File: src/rtl/ctrl_pkg.sv
// Shared definitions for the control-word decoder: opcodes, control bundle
// layout, statistics class indices and the bundle-to-opcode decode function.
package ctrl_pkg;

  localparam logic [2:0] OP_RTYPE = 3'b000;
  localparam logic [2:0] OP_LW    = 3'b100;
  localparam logic [2:0] OP_SW    = 3'b101;
  localparam logic [2:0] OP_BEQ   = 3'b111;
  localparam logic [2:0] OP_ADDI  = 3'b110;
  localparam logic [2:0] OP_NOP   = 3'b001;

  localparam int NUM_CLASSES = 8;

  typedef enum logic [2:0] {
    CLS_RTYPE   = 3'd0,
    CLS_LW      = 3'd1,
    CLS_SW      = 3'd2,
    CLS_BEQ     = 3'd3,
    CLS_ADDI    = 3'd4,
    CLS_NOP     = 3'd5,
    CLS_ILLEGAL = 3'd6,
    CLS_TOTAL   = 3'd7
  } class_e;

  typedef struct packed {
    logic       reg_dst;
    logic       alu_src;
    logic       mem_to_reg;
    logic       reg_write;
    logic       mem_read;
    logic       mem_write;
    logic       branch;
    logic [1:0] alu_op;
  } ctrl_bundle_t;

  typedef struct packed {
    logic [2:0] opcode;
    logic       illegal;
    class_e     cls;
  } decode_t;

  // SW and BEQ leave RegDst and MemtoReg as don't-care; mask them out.
  localparam logic [8:0] DONT_CARE_MASK = 9'b010111111;

  function automatic decode_t decode_bundle(input ctrl_bundle_t b);
    decode_t    d;
    logic [8:0] raw;
    logic [8:0] masked;
    raw    = b;
    masked = raw & DONT_CARE_MASK;
    // NOTE: every field gets a default before the match chain, so no path
    // through this combinational logic can leave a value unassigned (no latch).
    d.opcode  = OP_RTYPE;
    d.illegal = 1'b1;
    d.cls     = CLS_ILLEGAL;
    if (raw == 9'b100100010) begin
      d = '{opcode: OP_RTYPE, illegal: 1'b0, cls: CLS_RTYPE};
    end else if (raw == 9'b011110000) begin
      d = '{opcode: OP_LW, illegal: 1'b0, cls: CLS_LW};
    end else if (masked == 9'b010001000) begin
      d = '{opcode: OP_SW, illegal: 1'b0, cls: CLS_SW};
    end else if (masked == 9'b000000101) begin
      d = '{opcode: OP_BEQ, illegal: 1'b0, cls: CLS_BEQ};
    end else if (raw == 9'b010100000) begin
      d = '{opcode: OP_ADDI, illegal: 1'b0, cls: CLS_ADDI};
    end else if (raw == 9'b000000000) begin
      d = '{opcode: OP_NOP, illegal: 1'b0, cls: CLS_NOP};
    end
    return d;
  endfunction

endpackage

File: src/rtl/control_word_decoder_if.sv
// Control bundle in / decoded opcode out, each side with a valid/ready handshake.
interface control_word_decoder_if;

  logic       in_valid;
  logic       in_ready;
  logic       RegDst;
  logic       ALUSrc;
  logic       MemtoReg;
  logic       RegWrite;
  logic       MemRead;
  logic       MemWrite;
  logic       Branch;
  logic [1:0] ALUOp;
  logic       out_valid;
  logic       out_ready;
  logic [2:0] OpCode;
  logic       illegal;

  modport master (
    output in_valid, RegDst, ALUSrc, MemtoReg, RegWrite, MemRead, MemWrite,
           Branch, ALUOp, out_ready,
    input  in_ready, out_valid, OpCode, illegal
  );

  modport slave (
    input  in_valid, RegDst, ALUSrc, MemtoReg, RegWrite, MemRead, MemWrite,
           Branch, ALUOp, out_ready,
    output in_ready, out_valid, OpCode, illegal
  );

endinterface

File: src/rtl/ctrl_class_counter.sv
// One saturating statistics counter; clear takes priority over increment.
module ctrl_class_counter #(
  parameter int CNT_W = 16
) (
  input  logic             clk,
  input  logic             rst,
  input  logic             inc,
  input  logic             clr,
  output logic [CNT_W-1:0] count
);

  // NOTE: sequential state uses non-blocking assignments so every flop
  // samples the pre-edge values of the others.
  always_ff @(posedge clk) begin
    if (rst || clr) begin
      count <= '0;
    end else if (inc && (count != {CNT_W{1'b1}})) begin
      count <= count + 1'b1;
    end
  end

endmodule

File: src/rtl/control_word_decoder.sv
// Reconstructs the opcode from a registered control bundle, flags illegal
// bundles and, when CTRL_DEC_STATS_EN is defined, keeps per-class counters.
module control_word_decoder
  import ctrl_pkg::*;
#(
  parameter int CNT_W = 16
) (
  input  logic                   clk,
  input  logic                   rst,
  control_word_decoder_if.slave  bus,
  input  logic                   err_clr,
  output logic                   err_sticky,
  input  logic [2:0]             cnt_sel,
  input  logic                   cnt_clr,
  output logic [CNT_W-1:0]       cnt_value
);

  ctrl_bundle_t bundle;
  decode_t      dec;
  logic         accept;
  logic         out_valid_q;
  logic [2:0]   opcode_q;
  logic         illegal_q;

  assign bundle = '{
    reg_dst:    bus.RegDst,
    alu_src:    bus.ALUSrc,
    mem_to_reg: bus.MemtoReg,
    reg_write:  bus.RegWrite,
    mem_read:   bus.MemRead,
    mem_write:  bus.MemWrite,
    branch:     bus.Branch,
    alu_op:     bus.ALUOp
  };
  assign dec = decode_bundle(bundle);

  // A consumed output frees the stage in the same cycle, so no bubble.
  assign bus.in_ready = !out_valid_q || bus.out_ready;
  assign accept       = bus.in_valid && bus.in_ready;

  always_ff @(posedge clk) begin
    if (rst) begin
      out_valid_q <= 1'b0;
      opcode_q    <= OP_RTYPE;
      illegal_q   <= 1'b0;
    end else if (accept) begin
      out_valid_q <= 1'b1;
      opcode_q    <= dec.opcode;
      illegal_q   <= dec.illegal;
    end else if (bus.out_ready) begin
      out_valid_q <= 1'b0;
    end
  end

  always_ff @(posedge clk) begin
    if (rst) begin
      err_sticky <= 1'b0;
    end else if (accept && dec.illegal) begin
      err_sticky <= 1'b1;
    end else if (err_clr) begin
      err_sticky <= 1'b0;
    end
  end

  assign bus.out_valid = out_valid_q;
  assign bus.OpCode    = opcode_q;
  assign bus.illegal   = illegal_q;

`ifdef CTRL_DEC_STATS_EN
  logic [NUM_CLASSES-1:0] inc;
  logic [CNT_W-1:0]       counts [NUM_CLASSES];

  for (genvar i = 0; i < NUM_CLASSES; i++) begin : g_cnt
    if (i == int'(CLS_TOTAL)) begin : g_total
      assign inc[i] = accept;
    end else begin : g_class
      assign inc[i] = accept && (dec.cls == 3'(i));
    end

    ctrl_class_counter #(.CNT_W(CNT_W)) u_cnt (
      .clk   (clk),
      .rst   (rst),
      .inc   (inc[i]),
      .clr   (cnt_clr),
      .count (counts[i])
    );
  end

  always_ff @(posedge clk) begin
    if (rst) begin
      cnt_value <= '0;
    end else begin
      cnt_value <= counts[cnt_sel];
    end
  end
`else
  logic unused_stats;
  assign unused_stats = ^{cnt_sel, cnt_clr, dec.cls};
  assign cnt_value    = '0;
`endif

endmodule

File: src/flat_wrapper.sv
// flat-port wrapper written by rule: the top's interface ports become plain ports
module control_word_decoder_flat import ctrl_pkg::*;
#(
  parameter int CNT_W = 16
)
  (clk, rst, err_clr, err_sticky, cnt_sel, cnt_clr, cnt_value, bus_in_valid, bus_RegDst, bus_ALUSrc, bus_MemtoReg, bus_RegWrite, bus_MemRead, bus_MemWrite, bus_Branch, bus_ALUOp, bus_out_ready, bus_in_ready, bus_out_valid, bus_OpCode, bus_illegal);
  control_word_decoder_if bus_i ();
  input  logic clk;
  input  logic rst;
  input  logic err_clr;
  output logic err_sticky;
  input  logic [2:0] cnt_sel;
  input  logic cnt_clr;
  output logic [CNT_W-1:0] cnt_value;
  input wire logic [$bits(bus_i.in_valid)-1:0] bus_in_valid;
  input wire logic [$bits(bus_i.RegDst)-1:0] bus_RegDst;
  input wire logic [$bits(bus_i.ALUSrc)-1:0] bus_ALUSrc;
  input wire logic [$bits(bus_i.MemtoReg)-1:0] bus_MemtoReg;
  input wire logic [$bits(bus_i.RegWrite)-1:0] bus_RegWrite;
  input wire logic [$bits(bus_i.MemRead)-1:0] bus_MemRead;
  input wire logic [$bits(bus_i.MemWrite)-1:0] bus_MemWrite;
  input wire logic [$bits(bus_i.Branch)-1:0] bus_Branch;
  input wire logic [$bits(bus_i.ALUOp)-1:0] bus_ALUOp;
  input wire logic [$bits(bus_i.out_ready)-1:0] bus_out_ready;
  output wire logic [$bits(bus_i.in_ready)-1:0] bus_in_ready;
  output wire logic [$bits(bus_i.out_valid)-1:0] bus_out_valid;
  output wire logic [$bits(bus_i.OpCode)-1:0] bus_OpCode;
  output wire logic [$bits(bus_i.illegal)-1:0] bus_illegal;
  assign bus_i.in_valid = bus_in_valid;
  assign bus_i.RegDst = bus_RegDst;
  assign bus_i.ALUSrc = bus_ALUSrc;
  assign bus_i.MemtoReg = bus_MemtoReg;
  assign bus_i.RegWrite = bus_RegWrite;
  assign bus_i.MemRead = bus_MemRead;
  assign bus_i.MemWrite = bus_MemWrite;
  assign bus_i.Branch = bus_Branch;
  assign bus_i.ALUOp = bus_ALUOp;
  assign bus_i.out_ready = bus_out_ready;
  assign bus_in_ready = bus_i.in_ready;
  assign bus_out_valid = bus_i.out_valid;
  assign bus_OpCode = bus_i.OpCode;
  assign bus_illegal = bus_i.illegal;
  control_word_decoder #(.CNT_W(CNT_W)) u_core (.clk(clk), .rst(rst), .bus(bus_i), .err_clr(err_clr), .err_sticky(err_sticky), .cnt_sel(cnt_sel), .cnt_clr(cnt_clr), .cnt_value(cnt_value));
endmodule
File: config.mk
export PLATFORM = sky130hd
export DESIGN_NAME = control_word_decoder_flat
export DESIGN_NICKNAME = d
export VERILOG_FILES = /design/src/rtl/ctrl_pkg.sv /design/src/rtl/control_word_decoder_if.sv /design/src/rtl/ctrl_class_counter.sv /design/src/rtl/control_word_decoder.sv /design/src/flat_wrapper.sv
export SDC_FILE = /design/constraint.sdc
export NUM_CORES = 1
export LEC_CHECK = 0
export CAP_MARGIN = 10
export CORE_MARGIN = 2
export CORE_UTILIZATION = 31
export CTS_CLUSTER_DIAMETER = 200
export DETAILED_ROUTE_END_ITERATION = 16
export HOLD_SLACK_MARGIN = 0.1
export PLACE_DENSITY = 0.85
export SYNTH_ARGS = -nofsm -noshare
export SYNTH_HDL_FRONTEND = slang
export SYNTH_SLANG_ARGS = --single-unit
File: constraint.sdc
create_clock -name clk -period 1.7 [get_ports clk]
set_clock_uncertainty 0.1 [all_clocks]
set_input_delay 0.34 -clock clk [delete_from_list [all_inputs] [get_ports clk]]
set_output_delay 0.34 -clock clk [all_outputs]
set_load 0.1 [all_outputs]
Word level (Yosys, flattened, before mapping)
Index checks and enable logic that the tools add are counted.
{"block": "op_classes", "n_eq_ne": 5, "n_mux": 10, "reduce_logical": 7}
{"op": "7-bit two-way mux", "n": 5}
{"op": "9-bit by 8-bit == test with 1-bit output, second input constant", "n": 2}
{"op": "9-bit == test, second input constant", "n": 1}
{"op": "9-bit zero test", "n": 1}
{"op": "7-bit by 3-bit == test with 1-bit output, second input constant", "n": 1}
{"op": "7-bit == test, second input constant", "n": 1}
{"op": "5-bit two-way mux", "n": 1}
{"op": "1-bit two-way mux", "n": 4}
{"op": "2-bit nonzero test", "n": 2}
{"op": "1-bit logical AND", "n": 2}
{"op": "1-bit zero test", "n": 1}
{"op": "1-bit logical OR", "n": 1}
{"block": "totals", "register_bits": 6, "inputBits": 18, "output_inout_bits": 23, "wordCells": 26}

Depth between registers and ports, before layout
{"block": "depth", "ltp_word": 9, "mapped_depth": 4, "mapped_depth_nobuf": 4}

Worst setup path after synthesis
Ideal clock, no wire load.
{"block": "synth_timing", "path_type": "register -> register", "from": "register u_core.out_valid_q, in the netlist u_core.bus.out_valid", "to": "register u_core.opcode_q[1], in the netlist u_core.bus.OpCode[1]", "setup_ps": 127, "arrival_ps": 2417, "t_required_ps": 1473, "setup_slack_ps": -944, "path_stages_with_launch": 5, "n_path_buf": 0, "period_less_slack_ps": 2644, "cell_sequence": "dfxtp_1 nand2b_1 nor3b_1 o21ai_1 o31ai_1"}
{"block": "synth_via", "elab_chain_len": 3}
{"element": "start, declared", "line_no": "control_word_decoder.sv:21", "source": "logic out_valid_q;"}
{"element": "start signal, assigned", "line_no": "control_word_decoder.sv:43", "source": "out_valid_q <= 1'b0;"}
{"element": "start signal, assigned", "line_no": "control_word_decoder.sv:47", "source": "out_valid_q <= 1'b1;"}
{"element": "start signal, assigned", "line_no": "control_word_decoder.sv:51", "source": "out_valid_q <= 1'b0;"}
{"element": "1-bit zero test", "line_no": "control_word_decoder.sv:38", "source": "assign bus.in_ready = !out_valid_q || bus.out_ready;"}
{"element": "1-bit logical OR", "line_no": "control_word_decoder.sv:38"}
{"element": "net bus_in_ready", "line_no": "flat_wrapper.sv:25", "source": "output wire logic [$bits(bus_i.in_ready)-1:0] bus_in_ready;"}
{"element": "1-bit logical AND", "line_no": "control_word_decoder.sv:39", "source": "assign accept = bus.in_valid && bus.in_ready;"}
{"element": "end signal, assigned", "line_no": "control_word_decoder.sv:48", "source": "opcode_q <= dec.opcode;"}
{"element": "end, declared", "line_no": "control_word_decoder.sv:22", "source": "logic [2:0] opcode_q;"}
The timed path passes the listed nets, and every way through them passes these cells.
A chain may end at the register's enable or synchronous reset.

Worst setup path in the final report
{"block": "layout_timing", "from": "input port bus_MemtoReg", "to": "register u_core.err_sticky"}
{"block": "layout_via", "elab_chain_len": 9, "elab_cells_between_ends": 13, "classes_between": "eq/ne (3); mux (7); reduce/logical (3)"}
{"element": "start, declared", "line_no": "flat_wrapper.sv:18", "source": "input wire logic [$bits(bus_i.MemtoReg)-1:0] bus_MemtoReg;"}
{"element": "9-bit zero test", "line_no": "ctrl_pkg.sv:66", "source": "end else if (raw == 9'b000000000) begin"}
{"element": "5-bit two-way mux", "line_no": "ctrl_pkg.sv:66"}
{"element": "7-bit two-way mux", "line_no": "ctrl_pkg.sv:64", "source": "end else if (raw == 9'b010100000) begin"}
{"element": "7-bit two-way mux", "line_no": "ctrl_pkg.sv:62", "source": "end else if (masked == 9'b000000101) begin"}
{"element": "7-bit two-way mux", "line_no": "ctrl_pkg.sv:60", "source": "end else if (masked == 9'b010001000) begin"}
{"element": "7-bit two-way mux", "line_no": "ctrl_pkg.sv:58", "source": "end else if (raw == 9'b011110000) begin"}
{"element": "7-bit two-way mux (*)", "line_no": "ctrl_pkg.sv:56", "source": "if (raw == 9'b100100010) begin"}
{"element": "1-bit logical AND (*)", "line_no": "control_word_decoder.sv:58", "source": "end else if (accept && dec.illegal) begin"}
{"element": "1-bit two-way mux / 2-bit nonzero test (equally long branches)"}
{"element": "end signal, assigned", "line_no": "control_word_decoder.sv:57", "source": "err_sticky <= 1'b0;"}
{"element": "end signal, assigned", "line_no": "control_word_decoder.sv:59", "source": "err_sticky <= 1'b1;"}
{"element": "end signal, assigned", "line_no": "control_word_decoder.sv:61", "source": "err_sticky <= 1'b0;"}
{"element": "end, declared", "line_no": "control_word_decoder.sv:12", "source": "output logic err_sticky,"}
Mark *: on every way between the ends. The rest lies on a longest branch, timed or not.

==> out/results.txt <==
Run status = finished clean
Clk slew on worst S/H paths = 0.04 ns
Slew Viols, Final = 0
CP Data Required Time = 1.73 ns
FMAX = 610 MHz
CP top delay family = buffers and inverters
Grt ovf = 0
Syn Inst Count = 63
Area grow syn2layout = 68.1%
Crit path time final = 1.64 ns
First-pass GRT wire length = 1.99 mm
Syn avg cell area = 8.02 um2
Pwr Total = 0.619 mW
Fin nets = 114
Slowest stage cell, crit path = clkdlybuf4s50_1
Chip height = 44.4 um
Leak pwr = 0.353 nW
Setup WS pre-CTS = -0.333 ns
GRT Util Overall = 0.143
Total of max-cap violations = 0
CTS Buffer Depth = 2
R2r worst-path depth = 4
Share of layout cells above drive strength 1 = 0.287
Final ANT Viol Nets = 0
Hold wc startpoint = u_core.bus.OpCode[1]
CP endpoint kind = flop
Sink Count = 6
PwrDens = 729 nW/um2
Max layer used = met4
Met2 Routed Length = 660 um
Hpwl dp = 1.05 mm
Worst EP arrival = 1.67 ns
Initial Util = 0.332
Post-route met1 wirelength = 423 um
Fin crit share = 0.964
Top_reg_cell synth = dfxtp_1
Distinct cells, synth = 26
Hold Path Stages = 2
Critical-path cell list = clkdlybuf4s50_1 -> nand2_1 -> o31a_1 -> nor3b_2 -> o31ai_1
Pin count of the biggest net entering global routing = 7
Post-synth ARST share = 0
Core area = 1520 um2
Crit Path Class = in2reg
CTS root buffer = clkbuf_4
Hold Crit Endpoint = u_core.bus.OpCode[1]
Worst path max stage delay = 0.57 ns
Sequential-to-total area share from yosys stat = 0.238
Die footprint = 1970 um2
RSZ-0062 raised after global routing = false
Buffers & Inverters on Critical Path = 1
Post-synth EDFFs = 0
Setup slack after layout = 0.0617 ns
DR WL met3 = 117 um
H-tree level count = 1
Worst R2R Start = u_core.bus.out_valid
Vias in the first global route = 505
Top Ports = 41
ANT cells = 0
IO buf count = 20
Site Rows = 14
Fill cells = 131
Util after Layout = 0.557
YS warnings = 0
Gpl congestion = 0.773
FF-to-FF End = u_core.err_sticky
Via count = 530
Drt first pass iters = 4
Total Routed Length = 1.24 mm
# DRC = 0
Final setup viols = 0
Yosys reg bits = 6
Hold Crit Class = reg2reg
DR WL/cell = 11.3 um
Min Hold Slack = 0.392 ns
FF-to-FF setup slack = 0.40 ns
Crit-path max FO = 4
Synth Cell Area = 505 um2
Final hold vios = 0
Drt first-iter violations = 1
Vias/cell = 4.82
Initial antenna violation count = 0
Worst vdd ir = 0.358 mV
Total CTS buffers = 3
CP startpoint kind = input pin
Insertion delay to the later sink of the worst-skew pair = 0.25 ns
CTS tree = built
Die extent in x = 44.4 um
synth_stat cells (2+ instances only):
cell     number  area (um2)
nor2_1        3        11.3
dfxtp_1       6         120
o31ai_1       6        45.0
buf_4        16         120
nor3b_2       2        25.0
a21oi_1       3        15.0
nand2_1       7        26.3
nor4_1        2        12.5
worst max-delay path by stage:
stage                         start              endpoint  slack (ns)  cells after the start
6_report               bus_MemtoReg     u_core.err_sticky        0.06                      5
3_3_place_gp            bus_MemRead  u_core.bus.OpCode[1]       -0.24                      5
3_5_place_dp            bus_MemRead     u_core.err_sticky       -0.33                      5
2_1_floorplan  u_core.bus.out_valid  u_core.bus.OpCode[1]        0.02                      4
4_1_cts                  bus_RegDst     u_core.err_sticky        0.04                      5
5_1_grt                bus_ALUOp[0]     u_core.err_sticky       0.004                      5
stage by stage:
stage               cell area, um2  setup TNS (ns)  instances
floorplan                      571               0         78
global placement               801           -1.00        106
detailed placement             801           -1.43        106
CTS                            827               0        110
global route                   850               0        110
finish                         850               0        110
flip-flops by register name, indices dropped and copies added (netlist names):
signal,count
u_core.bus.out_valid,1
u_core.err_sticky,1
u_core.bus.illegal,1
u_core.bus.OpCode,3
final cells by class:
type,count,area (um2),share of cell area
well taps,16,20.0,0.0236
multi-input cells,55,348,0.409
flip-flops and latches,6,121,0.143
repair buffers,29,334,0.393
clock buffers,3,22.5,0.0265
inverters,1,3.75,0.00442
cell usage in the layout (no fill, tap or decap), drive strengths merged, types with 2 or more instances in the layout:
| master | synthesis | layout |
|---|---|---|
| nand2 | 7 | 7 |
| conb | 1 | 16 |
| nor3b | 3 | 3 |
| clkdlybuf4s50 | 0 | 10 |
| a21oi | 3 | 3 |
| buf | 16 | 16 |
| o21ai | 2 | 2 |
| dfxtp | 6 | 6 |
| clkbuf | 0 | 3 |
| o31ai | 6 | 6 |
| nor2 | 3 | 3 |
| nor4 | 2 | 2 |
| dlygate4sd2 | 0 | 3 |
layer usage:
layer / global-route usage / vias up
li1: - / 258
met1: 0.123 / 230
met2: 0.276 / 35
met3: 0.0449 / 7
met4: 0.0909 / 0
met5: 0 / -
where the power goes:
part / leakage [nW] / total [mW] / internal (mW) / switching (mW)
logic: 0.290 / 0.330 / 0.0813 / 0.248
clock network: 0.0138 / 0.135 / 0.0801 / 0.0549
registers: 0.0495 / 0.154 / 0.148 / 0.00674
cell families (layout without fill, tap and decap cells):
logic type / count (synthesis) / after routing / synth area share
buffers and inverters: 17 / 33 / 0.245
and+or+nand+nor: 23 / 23 / 0.287
other: 1 / 16 / 0.00742
AOI/OAI and AO/OA: 15 / 15 / 0.205
DFF: 6 / 6 / 0.238
xor gates and xnor gates: 1 / 1 / 0.0173
worst min-delay path, delay by kind of cell (launching register included):
kind	cells	cell delay, ns
simple gates	1	0.06
compound gates	1	0.05
flops	1	0.33
timing repair:
action	4_1_cts	5_1_grt
endpoints found under the setup margin	4	2
hold endpoints to repair	0	0
hold buffers	0	0
resized for setup	3	4
buffers inserted	1	0
pin swaps	3	0
(Power assumes the default switching activity.)
